`config.mk`:
```
export PLATFORM = sky130hd
export DESIGN_NAME = data_memory_stage
export DESIGN_NICKNAME = d
export VERILOG_FILES = /design/src/rtl/data_memory_stage.sv
export SDC_FILE = /design/constraint.sdc
export NUM_CORES = 1
export LEC_CHECK = 0
export CAP_MARGIN = 25
export CELL_PAD_IN_SITES_DETAIL_PLACEMENT = 0
export CELL_PAD_IN_SITES_GLOBAL_PLACEMENT = 1
export CORE_MARGIN = 3
export CORE_UTILIZATION = 34
export DETAILED_ROUTE_END_ITERATION = 12
export MAX_ROUTING_LAYER = met4
export PLACE_DENSITY_LB_ADDON = 0.1
export SLEW_MARGIN = 20
export SYNTH_ARGS = -nofsm -noshare
export SYNTH_HDL_FRONTEND = slang
export SYNTH_SLANG_ARGS = --single-unit
export TNS_END_PERCENT = 5
```
`constraint.sdc`:
```
create_clock -name CLK -period 2.7 [get_ports CLK]
set_clock_uncertainty 0.05 [all_clocks]
set_input_delay 0.54 -clock CLK [delete_from_list [all_inputs] [get_ports CLK]]
set_output_delay 0.54 -clock CLK [all_outputs]
set_load 0.02 [all_outputs]
```
`src/rtl/data_memory_stage.sv`:
```
// Data memory stage: issues cache requests for loads/stores, steers store lanes,
// extracts and extends load data, and registers the write-back payload.
module data_memory_stage (
  input  logic        CLK,
  input  logic        RESETN,
  input  logic [4:0]  RD_ADDRESS_IN,
  input  logic [31:0] ALU_OUT_IN,
  input  logic [2:0]  DATA_CACHE_LOAD_IN,
  input  logic [1:0]  DATA_CACHE_STORE_IN,
  input  logic [31:0] DATA_CACHE_STORE_DATA_IN,
  input  logic        WRITE_BACK_MUX_SELECT_IN,
  input  logic        RD_WRITE_ENABLE_IN,
  output logic        CACHE_REQ_VALID,
  input  logic        CACHE_REQ_READY,
  output logic        CACHE_REQ_WRITE,
  output logic [31:0] CACHE_ADDRESS,
  output logic [3:0]  CACHE_WRITE_STROBE,
  output logic [31:0] CACHE_WRITE_DATA,
  input  logic        CACHE_RESP_VALID,
  input  logic [31:0] CACHE_RESP_DATA,
  output logic        STALL_REQUEST,
  output logic [4:0]  RD_ADDRESS_OUT,
  output logic [31:0] RD_DATA_OUT,
  output logic        RD_WRITE_ENABLE_OUT,
  output logic        MISALIGNED_EXCEPTION
);

  localparam int unsigned XLEN   = 32;
  localparam int unsigned REG_W  = 5;
  localparam int unsigned STRB_W = 4;

  localparam logic HIGH = 1'b1;
  localparam logic LOW  = 1'b0;

  localparam logic [2:0] LD_NONE = 3'd0;
  localparam logic [2:0] LD_LB   = 3'd1;
  localparam logic [2:0] LD_LH   = 3'd2;
  localparam logic [2:0] LD_LW   = 3'd3;
  localparam logic [2:0] LD_LBU  = 3'd4;
  localparam logic [2:0] LD_LHU  = 3'd5;

  localparam logic [1:0] ST_NONE = 2'd0;
  localparam logic [1:0] ST_SB   = 2'd1;
  localparam logic [1:0] ST_SH   = 2'd2;
  localparam logic [1:0] ST_SW   = 2'd3;

  typedef enum logic [1:0] {
    IDLE          = 2'd0,
    REQUEST       = 2'd1,
    WAIT_RESPONSE = 2'd2
  } state_t;

  state_t state, state_next;

  // Captured memory operation, held stable for the whole access
  logic [2:0]        op_load,   op_load_next;
  logic              op_write,  op_write_next;
  logic [XLEN-1:0]   op_addr,   op_addr_next;
  logic [STRB_W-1:0] op_strobe, op_strobe_next;
  logic [XLEN-1:0]   op_data,   op_data_next;
  logic              op_wb_sel, op_wb_sel_next;
  logic [REG_W-1:0]  op_rd,     op_rd_next;
  logic              op_we,     op_we_next;

  logic [REG_W-1:0]  rd_address_next;
  logic [XLEN-1:0]   rd_data_next;
  logic              rd_we_next;
  logic              misaligned_next;

  logic [2:0]        load_op_c;
  logic [1:0]        store_op_c;
  logic              misaligned_c;
  logic [STRB_W-1:0] strobe_c;
  logic [XLEN-1:0]   wdata_c;
  logic [7:0]        lane_byte_c;
  logic [15:0]       lane_half_c;
  logic [XLEN-1:0]   load_data_c;
  logic [XLEN-1:0]   result_c;

  // Decode incoming op: undefined load codes are no-ops, a load overrides a store
  always_comb begin
    load_op_c  = (DATA_CACHE_LOAD_IN >= LD_LB && DATA_CACHE_LOAD_IN <= LD_LHU) ?
                 DATA_CACHE_LOAD_IN : LD_NONE;
    store_op_c = (load_op_c != LD_NONE) ? ST_NONE : DATA_CACHE_STORE_IN;
    misaligned_c = LOW;
    if ((load_op_c == LD_LH || load_op_c == LD_LHU || store_op_c == ST_SH) && ALU_OUT_IN[0])
      misaligned_c = HIGH;
    if ((load_op_c == LD_LW || store_op_c == ST_SW) && (ALU_OUT_IN[1:0] != 2'b00))
      misaligned_c = HIGH;
  end

  // Store byte-lane steering
  always_comb begin
    strobe_c = '0;
    wdata_c  = '0;
    case (store_op_c)
      ST_SB: begin
        strobe_c = 4'b0001 << ALU_OUT_IN[1:0];
        wdata_c  = {4{DATA_CACHE_STORE_DATA_IN[7:0]}};
      end
      ST_SH: begin
        strobe_c = 4'b0011 << {ALU_OUT_IN[1], 1'b0};
        wdata_c  = {2{DATA_CACHE_STORE_DATA_IN[15:0]}};
      end
      ST_SW: begin
        strobe_c = 4'b1111;
        wdata_c  = DATA_CACHE_STORE_DATA_IN;
      end
      default: ;
    endcase
  end

  // Load lane extraction and sign/zero extension
  always_comb begin
    lane_byte_c = 8'(CACHE_RESP_DATA >> {op_addr[1:0], 3'b000});
    lane_half_c = op_addr[1] ? CACHE_RESP_DATA[31:16] : CACHE_RESP_DATA[15:0];
    case (op_load)
      LD_LB:   load_data_c = {{24{lane_byte_c[7]}}, lane_byte_c};
      LD_LH:   load_data_c = {{16{lane_half_c[15]}}, lane_half_c};
      LD_LBU:  load_data_c = {24'd0, lane_byte_c};
      LD_LHU:  load_data_c = {16'd0, lane_half_c};
      default: load_data_c = CACHE_RESP_DATA;
    endcase
    result_c = op_wb_sel ? load_data_c : op_addr;
  end

  // Next-state and next-register logic
  always_comb begin
    state_next      = state;
    op_load_next    = op_load;
    op_write_next   = op_write;
    op_addr_next    = op_addr;
    op_strobe_next  = op_strobe;
    op_data_next    = op_data;
    op_wb_sel_next  = op_wb_sel;
    op_rd_next      = op_rd;
    op_we_next      = op_we;
    rd_address_next = RD_ADDRESS_OUT;
    rd_data_next    = RD_DATA_OUT;
    rd_we_next      = LOW;
    misaligned_next = LOW;
    case (state)
      IDLE: begin
        rd_address_next = RD_ADDRESS_IN;
        rd_data_next    = ALU_OUT_IN;
        if (load_op_c == LD_NONE && store_op_c == ST_NONE) begin
          rd_we_next = RD_WRITE_ENABLE_IN;
        end else if (misaligned_c) begin
          misaligned_next = HIGH;
        end else begin
          op_load_next   = load_op_c;
          op_write_next  = (store_op_c != ST_NONE);
          op_addr_next   = ALU_OUT_IN;
          op_strobe_next = strobe_c;
          op_data_next   = wdata_c;
          op_wb_sel_next = WRITE_BACK_MUX_SELECT_IN;
          op_rd_next     = RD_ADDRESS_IN;
          op_we_next     = RD_WRITE_ENABLE_IN;
          state_next     = REQUEST;
        end
      end
      REQUEST: begin
        if (CACHE_REQ_READY)
          state_next = op_write ? IDLE : WAIT_RESPONSE;
      end
      WAIT_RESPONSE: begin
        if (CACHE_RESP_VALID) begin
          rd_address_next = op_rd;
          rd_data_next    = result_c;
          rd_we_next      = op_we;
          state_next      = IDLE;
        end
      end
      default: state_next = IDLE;
    endcase
  end

  // State and payload registers with synchronous active-low reset
  always_ff @(posedge CLK) begin
    if (!RESETN) begin
      state                <= IDLE;
      op_load              <= LD_NONE;
      op_write             <= LOW;
      op_addr              <= '0;
      op_strobe            <= '0;
      op_data              <= '0;
      op_wb_sel            <= LOW;
      op_rd                <= '0;
      op_we                <= LOW;
      RD_ADDRESS_OUT       <= '0;
      RD_DATA_OUT          <= '0;
      RD_WRITE_ENABLE_OUT  <= LOW;
      MISALIGNED_EXCEPTION <= LOW;
    end else begin
      state                <= state_next;
      op_load              <= op_load_next;
      op_write             <= op_write_next;
      op_addr              <= op_addr_next;
      op_strobe            <= op_strobe_next;
      op_data              <= op_data_next;
      op_wb_sel            <= op_wb_sel_next;
      op_rd                <= op_rd_next;
      op_we                <= op_we_next;
      RD_ADDRESS_OUT       <= rd_address_next;
      RD_DATA_OUT          <= rd_data_next;
      RD_WRITE_ENABLE_OUT  <= rd_we_next;
      MISALIGNED_EXCEPTION <= misaligned_next;
    end
  end

  // Cache request and stall are decoded from registered state only
  always_comb begin
    CACHE_REQ_VALID    = (state == REQUEST);
    STALL_REQUEST      = (state != IDLE);
    CACHE_REQ_WRITE    = op_write;
    CACHE_ADDRESS      = {op_addr[31:2], 2'b00};
    CACHE_WRITE_STROBE = op_strobe;
    CACHE_WRITE_DATA   = op_data;
  end

endmodule

```
==> results.txt, run 1 <==
Status: completed
Register area: 2402 um2
P_leak: 3.705 nW
Die X: 150.1 um
Crit Path Max Fanout: 12
CTS Buffer Depth: 2
Post-synthesis cell area: 7062 um2
Clock power frac: 35.8%
Final min period: 2554 ps
Row cnt: 52
Worst path slowest cell: clkdlybuf4s50_1
Final Slew Violations: 0
Die H: 150.1 um
Vias in the first global route: 6,589
Wire length per cell after detailed routing: 19.01 um
Final core utilization: 49.32%
Initial Util: 34.79%
RSZ-0062 raised after global routing: false
Die area: 22,530 um2
CP Data Required Time: 2110 ps
Hold Buf Count CTS: 0
Clk slew on worst S/H paths: 50 ps
Rel. slew slack: 57.51%
Buffers & Inverters on Critical Path: 1
Post-CTS sizing: 0
Max stage delay on crit path: 660 ps
Vias: 6,764
Layout net count: 1,115
Syn_area_per_cell: 8.539 um2
Max Freq: 0.3915 GHz
CTS Sinks: 120
CP startpoint kind: flip-flop
Post-CTS setup buffers: 0
H-Tree Depth: 4
Top FF cell, synth: dfxtp_1
CTS tree: built
YS warnings: 0
Initial antenna violation count: 0
I/O Pins: 222
Crit. End Element: output pin
Synth async-reset ratio: 0%
Worst skew pair latency: 410 ps
Tcrit/Tclk final: 94.61%
Area of the multi-input gates: 4038 um2
Switch Pwr: 0.001965 W
Synth top area cells: dfxtp_1 (34%), mux2i_1 (11%), nand2_1 (9.7%), mux2_2 (3.8%), buf_4 (3.6%)
Area growth syn-to-layout: 41.78%
CTS root buf: clkbuf_16
Synth Register Bits: 120
Combinational power share: 30.0%
Delay-heaviest family, CP: buffers and inverters
Max Cap Viol: 0
Final setup vio count: 0
WS Path Type: reg2out
Critical path depth: 2
Routed Wire Length: 24,450 um
Setup TNS: 0 ps
Register area share after synthesis: 34.02%
Sequential share of power: 34.2%
GPL Wtd Cong: 0.8581
Core area: 20,300 um2
Post-synth cell types: 58
Share of cells above drive strength 1: 12.11%
Total gr overflow: 0
Initial DRC count: 359
Non-filler cells, final: 1,286
Post-detailed-route DRC marker count: 0
R2R depth: 4
Post-synth EDFFs: 0
Pre-Repair DR Iteration Count: 5
Largest net degree at the start of global routing: 51
Post-route ant nets: 0
Filler Cell Count: 2,013
Sw Share: 32.16%
Placed Cells: 1,254
Final Hold Vio Count: 0
CTS buffer count: 17
Inserted Diodes: 0
Total track usage: 22.06%
Slew at the pin closest to its max-slew limit: 621.2 ps
Number of port buffers: 219
Vias per cell: 5.260
PD cells: 610.1 nW/um2
Worst hold stages: 2
First-pass GRT wire length: 37,650 um
Peak VDD IR: 0.0004380 V
Cells after Synth: 827
HP Class: reg2reg
Worst Path Arrival: 1960 ps
Leading area contributor after synthesis: dfxtp_1
Top cell type's share of synthesized area: 34.02%
Final Power: 0.006108 W
Crit-path cells: nor2b_1, clkdlybuf4s50_1
Power Internal: 0.004144 W
HPWL after DPL: 17,880 um
-- layout by cell type, fill, tap and decap left out, drive strengths merged, types with 3 or more instances in the layout --
cell type      netlist  layout
clkdlybuf4s50        0     218
nand2              183     183
dfxtp              120     120
mux2i               78      78
buf                 58      47
a21oi               27      27
mux2                27      27
o21ai               25      25
a22o                24      24
a211oi              22      22
nand2b              20      20
clkbuf              51      19
or3                 18      18
nor2                18      18
o211ai              17      17
a22oi               16      16
a221oi              16      16
nand3               11      11
a32o                 9       9
o221ai               8       8
nor2b                8       8
a2111oi              8       8
clkinv               2       8
o21bai               7       7
o32ai                7       7
nor4bb               6       6
a311oi               6       6
clkinvlp             0       5
and2                 5       5
inv                  3       4
and3b                3       3
-- cells by family after synthesis --
logic type,count (synthesis),synth area share [%]
XOR/XNOR,1,0.1240
other,1,0.05310
buffers and inverters,114,9.142
flip-flops,120,34.02
multiplexers,106,15.68
AO/OA/AOI/OAI,203,22.63
AND/OR/NAND/NOR,282,18.36
-- stage by stage --
step                      cell area [um2]  hold slack [ps]  setup WS (ps)
after global placement               9444            391.7          58.84
after CTS                           10010            410.7          150.0
after global routing                10010            424.0          44.96
final                               10010            405.7          145.5
after floorplan                      7066            384.9          509.8
after detailed placement             9444            397.0          30.06
-- area by class of cell --
type | count | area share (%)
inverters | 5 | 0.1875
well taps | 270 | 3.374
flip-flops and latches | 120 | 23.99
repair buffers | 265 | 26.44
clock buffers | 19 | 4.424
clock inverters | 13 | 1.250
multi-input cells | 594 | 40.33
-- Yosys cell counts (2+ instances only) --
library cell,n
clkinv_1,2
a311oi_1,6
a221oi_1,6
dfxtp_1,120
nand3_1,11
a22o_1,24
a21oi_1,26
a2111oi_0,6
inv_1,3
o221ai_1,8
mux2_1,3
buf_2,15
nor2b_1,8
o21a_1,2
or3_1,18
buf_6,8
mux2_2,24
o32ai_1,7
nand2_1,183
nor2_1,18
nand2b_1,20
and2_1,4
and3b_1,3
o211ai_1,17
o21ai_0,25
a21boi_0,2
mux2i_1,78
nor4bb_1,6
o21bai_1,7
buf_4,34
nand3b_1,2
a32o_1,9
a22oi_1,16
clkbuf_1,51
a211oi_1,22
a31oi_1,2
a221oi_2,10
-- state kept, by name, indices dropped and copies added, names as in the netlist, 2 cells and up --
signal	flops
op_addr	32
state	2
CACHE_WRITE_STROBE	4
op_rd	5
CACHE_WRITE_DATA	32
RD_DATA_OUT	32
op_load	3
RD_ADDRESS_OUT	5
-- power groups by stage --
stage / clock [W] / sequential [W] / combinational [W]
4_1_cts: 0.00223 / 0.00209 / 0.00185
3_5_place_dp: 0 / 0.00213 / 0.00184
2_1_floorplan: 0 / 0.00219 / 0.00101
6_report: 0.00219 / 0.00209 / 0.00183
5_1_grt: 0.00233 / 0.00211 / 0.00196
3_3_place_gp: 0 / 0.00213 / 0.00184
-- metal layers --
layer,global-route usage (%),up-vias,wire [um]
li1,-,3323,-
met1,28.03,3178,10700
met2,35.01,241,11620
met3,6.051,22,1787
met4,5.398,0,335
met5,-,-,0
-- path summary, 6_finish.rpt --
check / from / slack (ps) / endpoint
setup / recovery: state[0] / 150 / CACHE_REQ_VALID
hold / removal: op_rd[0] / 410 / op_rd[0]
hold reg to reg: op_rd[0] / 410 / op_rd[0]
setup reg to reg: op_wb_sel / 350 / RD_DATA_OUT[8]
-- tightest hold or removal path, cell delays in order (launching register included) --
cell	delay, ps
dfxtp_1	310
nand2_1	50
mux2i_1	50
No activity file was read; power rests on OpenSTA's default activity.
==> run 2: changes to the inputs <==
- ABC_CLOCK_PERIOD_IN_PS: not set -> 2700
==> results of run 2 <==
No change in the layout: final DEF, timing and power equal those of run 1.
